### src/rtl/gcd_pkg.sv
// Shared definitions for the GCD sweep sequencer and its pair counter.
//   - default operand width and sweep limit
//   - default WAIT timeout and coprime counter width
//   - sequencer state encoding
package gcd_pkg;

    localparam int GCD_W       = 7;
    localparam int GCD_MAX     = 15;
    localparam int GCD_TIMEOUT = 1024;
    localparam int GCD_CNT_W   = 8;

    typedef enum logic [2:0] {
        ST_IDLE   = 3'd0,
        ST_ISSUE  = 3'd1,
        ST_WAIT   = 3'd2,
        ST_REPORT = 3'd3,
        ST_PAUSE  = 3'd4,
        ST_DONE   = 3'd5
    } seq_state_e;

endpackage

### src/rtl/gcd_pair_counter.sv
// Nested operand counter for the sweep: b runs 1..MAX fastest, a steps when b wraps.
// Ports:
//   clk     in  system clock, rising edge
//   rst_n   in  asynchronous reset, active low; loads (1,1)
//   clr_i   in  reload (1,1); wins over inc_i
//   inc_i   in  advance to the next pair (row-major)
//   a_o     out current operand a (register output)
//   b_o     out current operand b (register output)
//   last_o  out current pair is (MAX,MAX)
module gcd_pair_counter
    import gcd_pkg::*;
#(
    parameter int W   = GCD_W,
    parameter int MAX = GCD_MAX
) (
    input  logic         clk,
    input  logic         rst_n,
    input  logic         clr_i,
    input  logic         inc_i,
    output logic [W-1:0] a_o,
    output logic [W-1:0] b_o,
    output logic         last_o
);

    localparam logic [W-1:0] MAX_V = W'(MAX);
    localparam logic [W-1:0] ONE_V = W'(1);

    logic [W-1:0] a_q, a_d;
    logic [W-1:0] b_q, b_d;

    always_comb begin
        a_d = a_q;
        b_d = b_q;
        if (clr_i) begin
            a_d = ONE_V;
            b_d = ONE_V;
        end else if (inc_i) begin
            if (b_q == MAX_V) begin
                b_d = ONE_V;
                // Wrapping after the last pair leaves the counter parked at (1,1).
                a_d = (a_q == MAX_V) ? ONE_V : a_q + ONE_V;
            end else begin
                b_d = b_q + ONE_V;
            end
        end
    end

    always_ff @(posedge clk or negedge rst_n) begin
        if (!rst_n) begin
            a_q <= ONE_V;
            b_q <= ONE_V;
        end else begin
            a_q <= a_d;
            b_q <= b_d;
        end
    end

    assign a_o    = a_q;
    assign b_o    = b_q;
    assign last_o = (a_q == MAX_V) && (b_q == MAX_V);

endmodule

### src/rtl/gcd_sweep_sequencer.sv
// Initiator for the GCD core: sweeps (a,b) over 1..MAX x 1..MAX, issues each pair
// with a start/done handshake, reports each result and counts coprime pairs.
// Every output is a register.
// Ports:
//   clk          in   system clock, rising edge
//   rst_n        in   asynchronous reset, active low
//   run          in   1 = sweep/resume, 0 = pause after the current pair
//   gcd_start    out  one-cycle start pulse to the core
//   gcd_a/gcd_b  out  operands, stable from ISSUE until WAIT exits
//   gcd_done     in   core done level
//   gcd_result   in   core result, valid while gcd_done=1
//   res_valid    out  one-cycle pulse with res_a/res_b/res_gcd
//   coprime_cnt  out  saturating count of reported pairs with gcd == 1
//   busy         out  1 in ISSUE, WAIT, REPORT
//   sweep_done   out  1 in DONE
//   err          out  sticky WAIT timeout flag
//
// state  | meaning
// IDLE   | waiting for run; pair counter reloads to (1,1) on exit
// ISSUE  | waiting for stale done to drop, then fires start
// WAIT   | waiting for done; timer bounds the wait
// REPORT | one-cycle result report, pair advance
// PAUSE  | run low between pairs, everything held
// DONE   | sweep finished or timed out; waiting for run low
module gcd_sweep_sequencer
    import gcd_pkg::*;
#(
    parameter int W       = GCD_W,
    parameter int MAX     = GCD_MAX,
    parameter int TIMEOUT = GCD_TIMEOUT,
    parameter int CNT_W   = GCD_CNT_W
) (
    input  logic             clk,
    input  logic             rst_n,
    input  logic             run,
    output logic             gcd_start,
    output logic [W-1:0]     gcd_a,
    output logic [W-1:0]     gcd_b,
    input  logic             gcd_done,
    input  logic [W-1:0]     gcd_result,
    output logic             res_valid,
    output logic [W-1:0]     res_a,
    output logic [W-1:0]     res_b,
    output logic [W-1:0]     res_gcd,
    output logic [CNT_W-1:0] coprime_cnt,
    output logic             busy,
    output logic             sweep_done,
    output logic             err
);

    localparam int               TMR_W    = (TIMEOUT > 1) ? $clog2(TIMEOUT) : 1;
    localparam logic [TMR_W-1:0] TMR_LOAD = TMR_W'(TIMEOUT - 1);

    seq_state_e state_q, state_d;

    logic [TMR_W-1:0] wait_cnt_q, wait_cnt_d;
    logic             start_q, start_d;
    logic             busy_q, busy_d;
    logic             sdone_q, sdone_d;
    logic             err_q, err_d;
    logic             rvalid_q, rvalid_d;
    logic [W-1:0]     res_a_q, res_a_d;
    logic [W-1:0]     res_b_q, res_b_d;
    logic [W-1:0]     res_gcd_q, res_gcd_d;
    logic [CNT_W-1:0] cnt_q, cnt_d;

    logic [W-1:0] pair_a, pair_b;
    logic         pair_last;
    logic         pair_clr, pair_inc;
    logic         done_seen, timeout_hit;

    assign pair_clr = (state_q == ST_IDLE) && run;
    assign pair_inc = (state_q == ST_REPORT);

    gcd_pair_counter #(
        .W   (W),
        .MAX (MAX)
    ) u_pair (
        .clk    (clk),
        .rst_n  (rst_n),
        .clr_i  (pair_clr),
        .inc_i  (pair_inc),
        .a_o    (pair_a),
        .b_o    (pair_b),
        .last_o (pair_last)
    );

    // Timer holds the load value outside WAIT, so it is fresh on every entry.
    // The load value marks the first WAIT cycle, in which done is not trusted.
    assign done_seen   = gcd_done && (wait_cnt_q != TMR_LOAD);
    assign timeout_hit = (wait_cnt_q == '0);

    always_comb begin
        wait_cnt_d = TMR_LOAD;
        if (state_q == ST_WAIT && !timeout_hit) begin
            wait_cnt_d = wait_cnt_q - TMR_W'(1);
        end
    end

    always_ff @(posedge clk or negedge rst_n) begin
        if (!rst_n) begin
            state_q <= ST_IDLE;
        end else begin
            state_q <= state_d;
        end
    end

    always_comb begin
        state_d = state_q;
        case (state_q)
            ST_IDLE:   if (run) state_d = ST_ISSUE;
            ST_ISSUE:  if (!gcd_done) state_d = ST_WAIT;
            ST_WAIT: begin
                if (done_seen) begin
                    state_d = ST_REPORT;
                end else if (timeout_hit) begin
                    state_d = ST_DONE;
                end
            end
            ST_REPORT: begin
                if (pair_last) begin
                    state_d = ST_DONE;
                end else if (run) begin
                    state_d = ST_ISSUE;
                end else begin
                    state_d = ST_PAUSE;
                end
            end
            ST_PAUSE:  if (run) state_d = ST_ISSUE;
            ST_DONE:   if (!run) state_d = ST_IDLE;
            default:   state_d = ST_IDLE;
        endcase
    end

    // Outputs are computed from the upcoming state so the registers line up
    // with the state they describe.
    always_comb begin
        start_d   = (state_q == ST_ISSUE) && (state_d == ST_WAIT);
        busy_d    = (state_d == ST_ISSUE) || (state_d == ST_WAIT) || (state_d == ST_REPORT);
        sdone_d   = (state_d == ST_DONE);
        rvalid_d  = (state_d == ST_REPORT);
        res_a_d   = res_a_q;
        res_b_d   = res_b_q;
        res_gcd_d = res_gcd_q;
        cnt_d     = cnt_q;
        err_d     = err_q;

        if (state_q == ST_IDLE && state_d == ST_ISSUE) begin
            cnt_d = '0;
            err_d = 1'b0;
        end

        if (state_q == ST_WAIT && state_d == ST_REPORT) begin
            res_a_d   = pair_a;
            res_b_d   = pair_b;
            res_gcd_d = gcd_result;
            if (gcd_result == W'(1) && cnt_q != '1) begin
                cnt_d = cnt_q + CNT_W'(1);
            end
        end

        if (state_q == ST_WAIT && state_d == ST_DONE) begin
            err_d = 1'b1;
        end
    end

    always_ff @(posedge clk or negedge rst_n) begin
        if (!rst_n) begin
            wait_cnt_q <= TMR_LOAD;
            start_q    <= 1'b0;
            busy_q     <= 1'b0;
            sdone_q    <= 1'b0;
            err_q      <= 1'b0;
            rvalid_q   <= 1'b0;
            res_a_q    <= '0;
            res_b_q    <= '0;
            res_gcd_q  <= '0;
            cnt_q      <= '0;
        end else begin
            wait_cnt_q <= wait_cnt_d;
            start_q    <= start_d;
            busy_q     <= busy_d;
            sdone_q    <= sdone_d;
            err_q      <= err_d;
            rvalid_q   <= rvalid_d;
            res_a_q    <= res_a_d;
            res_b_q    <= res_b_d;
            res_gcd_q  <= res_gcd_d;
            cnt_q      <= cnt_d;
        end
    end

    assign gcd_start   = start_q;
    assign gcd_a       = pair_a;
    assign gcd_b       = pair_b;
    assign res_valid   = rvalid_q;
    assign res_a       = res_a_q;
    assign res_b       = res_b_q;
    assign res_gcd     = res_gcd_q;
    assign coprime_cnt = cnt_q;
    assign busy        = busy_q;
    assign sweep_done  = sdone_q;
    assign err         = err_q;

endmodule

### config.mk
export PLATFORM = sky130hd
export DESIGN_NAME = gcd_sweep_sequencer
export DESIGN_NICKNAME = d
export VERILOG_FILES = /design/src/rtl/gcd_pkg.sv /design/src/rtl/gcd_pair_counter.sv /design/src/rtl/gcd_sweep_sequencer.sv
export SDC_FILE = /design/constraint.sdc
export NUM_CORES = 1
export LEC_CHECK = 0
export CORE_UTILIZATION = 30
export DETAILED_ROUTE_END_ITERATION = 8
export PLACE_DENSITY = 0.56
export SLEW_MARGIN = 20
export SYNTH_ARGS = -nofsm -noshare
export SYNTH_HDL_FRONTEND = slang
export SYNTH_HIERARCHICAL = 1
export SYNTH_SLANG_ARGS = --single-unit
### constraint.sdc
create_clock -name clk -period 2.1 [get_ports clk]
set_input_delay 0.42 -clock clk [delete_from_list [all_inputs] [get_ports clk]]
set_output_delay 0.42 -clock clk [all_outputs]
set_load 0.01 [all_outputs]
Word level (Yosys, flattened, before mapping):

Index checks and enable logic that the tools add are counted.

* bits of input ports: 11
* logic and storage cells: 71
* bits in registers: 61
* output and inout bits: 48

* reduce and logical (&&, ||, !) cells: 19
* add/sub/neg operators: 4
* muxes and demuxes: 21
* equal/unequal tests: 14

Operators with widths (number)
* two-way mux 7 bit: 7
* two-way mux 8 bit: 3
* two-way mux 3 bit: 7
* one-hot mux 3 bit (5 select lines): 1
* adder 7 x 1 -> 7 bit, second input constant: 2
* equality test 7 x 4 -> 1 bit, second input constant: 2
* equality test 3 x 2 -> 1 bit, second input constant: 4
* zero test 10 bit: 1
* two-way mux 10 bit: 1
* != test 10 bit, second input constant: 1
* subtractor 10 x 1 -> 10 bit, second input constant: 1
* equality test 3 bit, second input constant: 3
* logical AND 1 bit: 9
* adder 8 x 1 -> 8 bit, second input constant: 1
* != test 8 bit, second input constant: 1
* equality test 7 x 1 -> 1 bit, second input constant: 1
* equality test 3 x 1 -> 1 bit, second input constant: 2
* nonzero test 2 bit: 3
* zero test 3 bit: 1
* logical OR 1 bit: 2
* two-way mux 1 bit: 2
* AND reduction 2 bit: 1
* OR reduction 2 bit: 1
* zero test 1 bit: 1

Logic depth before layout (Yosys ltp):

Gate-level depths: netlist of the first run.

* depth in word-level cells: 9
* mapped depth: 8
* depth with buffers taken out: 8

Cells and area by module:

Netlist of the first run, hierarchy kept.

By module, submodules not included
* gcd_sweep_sequencer: area each 2208.4 um^2, seq. area each 1188.6 um^2, instances 1, cells an instance 228
* gcd_pair_counter: area each 809.5 um^2, seq. area each 352.8 um^2, instances 1, cells an instance 88

Worst setup path before layout of the first run:

No wires, ideal clock.

* path type: register to register
* start: register state_q[0]
* end: register u_pair.a_q[0] (netlist: u_pair/a_o[0])
* stages on the path, launching flop included: 8
* arrival time: 1.973 ns
* required time: 2.017 ns
* buffers on the path: 3
* slack: 0.044 ns
* clock period less this slack: 2.056 ns
* setup time: 0.083 ns
* cells stage by stage: dfrtp_1 -> or4b_1 -> clkbuf_1 -> inv_1 -> clkbuf_1 -> clkbuf_1 -> a211oi_1 -> a41oi_1

* longest elaborated chain between the ends: 4
* elaborated cells on any way between the ends: 7
* classes of those cells: eq/ne (1); mux (1); reduce/logical (5)

RTL lines
* from (decl): line gcd_sweep_sequencer.sv:54 `seq_state_e state_q, state_d;`
* from (signal assigned): line gcd_sweep_sequencer.sv:104 `state_q <= state_d;`
* zero test 3 bit (*): line gcd_sweep_sequencer.sv:72 `assign pair_clr = (state_q == ST_IDLE) && run;`
* logical AND 1 bit (*): line gcd_sweep_sequencer.sv:72
* via pair_clr: line gcd_sweep_sequencer.sv:69 `logic pair_clr, pair_inc;`
* nonzero test 2 bit (no source line)
* AND reduction 2 bit (no source line)
* to (signal assigned): line gcd_pair_counter.sv:50 `a_q <= ONE_V;`
* to (signal assigned): line gcd_pair_counter.sv:53 `a_q <= a_d;`
* to (decl): line gcd_pair_counter.sv:28 `logic [W-1:0] a_q, a_d;`

Mark *: on every way through the listed nets, which the timed path passes. The rest lies on a longest branch.
A chain may end at the register's enable or synchronous reset.

Final worst setup path of the first run:

* start: input gcd_result[1]
* end: register cnt_q[4] (netlist: coprime_cnt[4])

* longest elaborated chain between the ends: 4

RTL lines
* from (decl): line gcd_sweep_sequencer.sv:40 `input logic [W-1:0] gcd_result,`
* equality test 7 x 1 -> 1 bit: line gcd_sweep_sequencer.sv:157 `if (gcd_result == W'(1) && cnt_q != '1) begin`
* logical AND 1 bit: line gcd_sweep_sequencer.sv:157
* two-way mux 8 bit: line gcd_sweep_sequencer.sv:157
* two-way mux 8 bit: line gcd_sweep_sequencer.sv:153 `if (state_q == ST_WAIT && state_d == ST_REPORT) begin`
* via cnt_d[4]: line gcd_sweep_sequencer.sv:65 `logic [CNT_W-1:0] cnt_q, cnt_d;`
* to (signal assigned): line gcd_sweep_sequencer.sv:189 `cnt_q <= cnt_d;`
* to (decl): line gcd_sweep_sequencer.sv:65

The timed path passes the listed nets, and every way through them passes these cells.

==> results of run 1 <==
## worst max-delay path by stage
stage	startpoint	end	slack (ps)	depth (start not counted)
after floorplan	state_q[0]	u_pair/a_o[0]	40	7
after global placement	gcd_result[1]	coprime_cnt[3]	-210	5
after detailed placement	gcd_result[1]	coprime_cnt[3]	-220	5
after CTS	u_pair/a_o[0]	sweep_done	10	8
after global routing	state_q[1]	u_pair/b_o[4]	10	6
final	gcd_result[1]	coprime_cnt[4]	110	6
## layout by cell type (no fill, tap or decap), drive strengths merged, types with 3 or more instances in the layout
cell type / count
xnor2: 6
nor2: 10
dfstp: 12
nand4: 4
nor2b: 9
a211oi: 3
nand2: 92
inv: 4
buf: 44
o211ai: 6
nand2b: 5
xor2: 3
clkdlybuf4s50: 57
or3: 6
ha: 5
a21oi: 8
o21ai: 5
nor4: 4
clkbuf: 15
o31ai: 3
dfrtp: 49
or4: 5
nor3: 6
nor3b: 3
mux2: 4
nand3: 17
## registers in the layout, indices dropped and copies added, names as in the netlist
register and count:
u_pair/b_o 7, u_pair/a_o 7, err 1, res_b 7, sweep_done 1, wait_cnt_q 10, res_a 7, busy 1
coprime_cnt 8, state_q 3, res_valid 1, gcd_start 1, res_gcd 7
## critical path: stages
cell and delay [ps]:
sky130_fd_sc_hd__clkdlybuf4s50_1 420, sky130_fd_sc_hd__or4b_4 580, sky130_fd_sc_hd__a2111oi_0 500, sky130_fd_sc_hd__buf_4 200, sky130_fd_sc_hd__a32oi_1 40, sky130_fd_sc_hd__nand3_1 90
## area by class of cell
type	instances	area (um^2)
Timing Repair Buffer	101	923
Multi-Input combinational cell	238	1440
Clock inverter	1	5.00
Clock buffer	15	176
Tap cell	133	166
Sequential cell	61	1540
Fill cell	987	5510
Inverter	4	15.0
## timing repair
item,in CTS,in global routing
pin swaps,1,0
gates resized for setup,0,3
setup buffers,3,0
endpoints found under the setup margin,1,2
## cell families after synthesis
| group | count (synthesis) | share of synthesized area, % |
|---|---|---|
| AND/OR/NAND/NOR | 175 | 29.1 |
| flip-flops | 61 | 51.1 |
| AO/OA/AOI/OAI | 44 | 10.9 |
| buffers and inverters | 17 | 2.49 |
| XOR/XNOR | 9 | 2.61 |
| multiplexers | 5 | 1.82 |
| adder cells (fa/ha/maj) | 5 | 2.07 |
## per-stage QoR
step	total power [W]	area, um^2	setup slack [ps]	setup TNS (ps)
floorplan	0.00217	3020	43.9	0
global placement	0.00290	4040	-208	-1190
detailed placement	0.00293	4040	-220	-1400
CTS	0.00392	4250	10.0	0
global route	0.00413	4270	10.7	0
finish	0.00387	4270	109	0
## report_power, final
part | internal, W | total, W | switching [W]
logic | 0.000711 | 0.00136 | 0.000652
clock network | 0.000526 | 0.000959 | 0.000433
registers | 0.00141 | 0.00155 | 0.000140
## per-layer routing
metal	GRT usage, %	up-vias	wire length [um]
met2	25.5	61	3690
met5	0	-	0
li1	-	1315	-
met1	19.7	1314	3660
met3	2.74	6	263
met4	5.93	0	65
==> reports/summary.md, run 1 <==
Number of synthesized flops with an enable pin: 0. For the via count of the first global-routing pass, the log shows 2514. In the synthesized netlist the dominant register cell turns out to be sky130_fd_sc_hd__dfrtp_1. Post-layout minimum cycle time: 1990 ps. The startpoint-to-endpoint class of the critical path is in2reg. Counting flops and latches in the post-synthesis netlist gives 61. After detailed routing, the number of remaining DRC violations is 0. The number of iterations in the first detailed-routing pass came out at 4. The endpoint identified for the worst register-to-register timing path is u_pair/b_o[4]. The repair_antennas step left the layout with diodes totalling 0. The run gives 0 as the final hold violation count. For the non-filler instance count after layout, the log shows 553.

After the first detailed-routing iteration, the DRC count stood at 75. The routed wire length per instance works out to 13.9 um. The number of antenna violations at the first check in global routing is 0, and the synthesis-to-layout area growth is 41.3%. After clock tree synthesis, the clock-pin slew on the worst setup and hold paths is 70 ps. In the post-synthesis netlist, the biggest area contributors are sky130_fd_sc_hd__dfrtp_1 (41%), sky130_fd_sc_hd__nand2_1 (11%), sky130_fd_sc_hd__dfstp_2 (10%). TritonCTS built the clock tree. In this run the count of I/O pins placed on the die edge is 59. IR analysis of the VDD net gives a maximum drop of 0.356 mV.

The synthesized design spends more area on one cell type than any other, namely sky130_fd_sc_hd__dfrtp_1. Setup violations remaining at the end of the flow were counted as 0. The number of levels the H-tree was split into was 3; the transition at the pin with the smallest max-transition slack was 521 ps. The clock passes through at most 2 buffers. The share of the Yosys chip area taken by registers is 51.1%. In this run the worst path has a maximum fanout of 4. The ratio of cells with drive above 1 in the final layout was 20.0%; the total core area was 9770 um^2. The proportion of register bits with asynchronous set or reset after synthesis was 100%; the clock sink total was 61. The path class of the tightest hold or removal check is in2async.

Once placement completed, the tool counted placed cells totaling 534. The Yosys step of the flow raised 6 warnings. Clock tree synthesis selected as its root buffer the cell sky130_fd_sc_hd__clkbuf_8.

The count of unique library cells instantiated by Yosys was 54. After the last flow step, the layout net total stands at 431. The number of cells produced by synthesis is 316. On the final layout, the worst clock skew is 10.2 ps. The later pin in the worst-skew pair is clocked with a latency of 330 ps. From bottom edge to top edge, the die measures 102 um.

For the post-synth design cell area, the log shows 3020 um^2. sky130_fd_sc_hd__nand2_1 is the most common cell in the netlist. In this run the power density over the cells is 907 nW/um^2. Entering global routing, the biggest net connects 44 pins. The count of nets left with antenna violations once routing finished came out at 0. Data on the critical path is required at its endpoint by 2370 ps. The element type at the critical path end is a flip-flop. The tools report the number of nets in the synthesized netlist as 332.

Across the run, the number of max-cap violations was 0. STA classifies the critical path startpoint as an input pin. The tools report the effective utilization at floorplan as 30.9%.

The commonest cells after synthesis are sky130_fd_sc_hd__nand2_1 (92), sky130_fd_sc_hd__dfrtp_1 (49), sky130_fd_sc_hd__nand3_1 (17). Averaged over all synthesized cells, the footprint is 9.55 um^2. The logs give 2260 ps for the arrival time of the worst setup path and 7.68 mm for the final wirelength. In this run the core area contains 36 standard-cell rows. For the count of hold buffers inserted by post-cts repair, the log shows 0. The flow ran to the end, and the final reports show no timing, DRC or antenna violations. In the finished design, the share of the clock period the worst path needs comes to 94.8%. The cell count of the worst reg-to-reg path was 5; the count of pins over their slew limit was 0. The utilization after layout was 43.6%. The first global-routing pass estimated 12.2 mm of wire. The tightest hold path in the finished design has a slack of 32.3 ps.

The leakage power of the design was 1.90 nW. Summed over all layers, the global routing overflow is 0. The number of vias per cell is 4.88. The count of buffers added on input and output ports is 58.

For the count of vias placed by the detailed router, the log shows 2696. Measured against its own limit, the worst slew margin works out to 64.4%. Setup repair after global routing left no endpoint under its margin.

The congestion estimate from routability-driven global placement came to 0.789. The horizontal die dimension is 102 um, and the top-area cell type share of the netlist area is 40.6%. The register-to-register setup slack is 110 ps. The tools report the beginning of the worst register-to-register path as u_pair/b_o[0]. The floorplan step defined a die boundary enclosing 10500 um^2. Across every metal layer, demand over resource in global routing totals 15.3%. Counting the buffers created by CTS gives 9. HPWL reported at the end of detailed placement: 5.48 mm. The maximum clock rate came out at 502 MHz.
Note: power is estimated with default switching activity, not from simulation.
==> run 2: changes to the inputs <==
--- a/config.mk
+++ b/config.mk
@@ -13,3 +13,4 @@
 export SYNTH_HDL_FRONTEND = slang
 export SYNTH_HIERARCHICAL = 1
 export SYNTH_SLANG_ARGS = --single-unit
+export TNS_END_PERCENT = 100
==> results of run 2 <==
No change in the layout: final DEF, timing and power equal those of run 1.
==> run 3: changes to the inputs <==
--- a/config.mk
+++ b/config.mk
@@ -5,6 +5,7 @@
 export SDC_FILE = /design/constraint.sdc
 export NUM_CORES = 1
 export LEC_CHECK = 0
+export CAP_MARGIN = 30
 export CORE_UTILIZATION = 30
 export DETAILED_ROUTE_END_ITERATION = 8
 export PLACE_DENSITY = 0.56
==> results of run 3 <==
No change in the layout: final DEF, timing and power equal those of run 1.
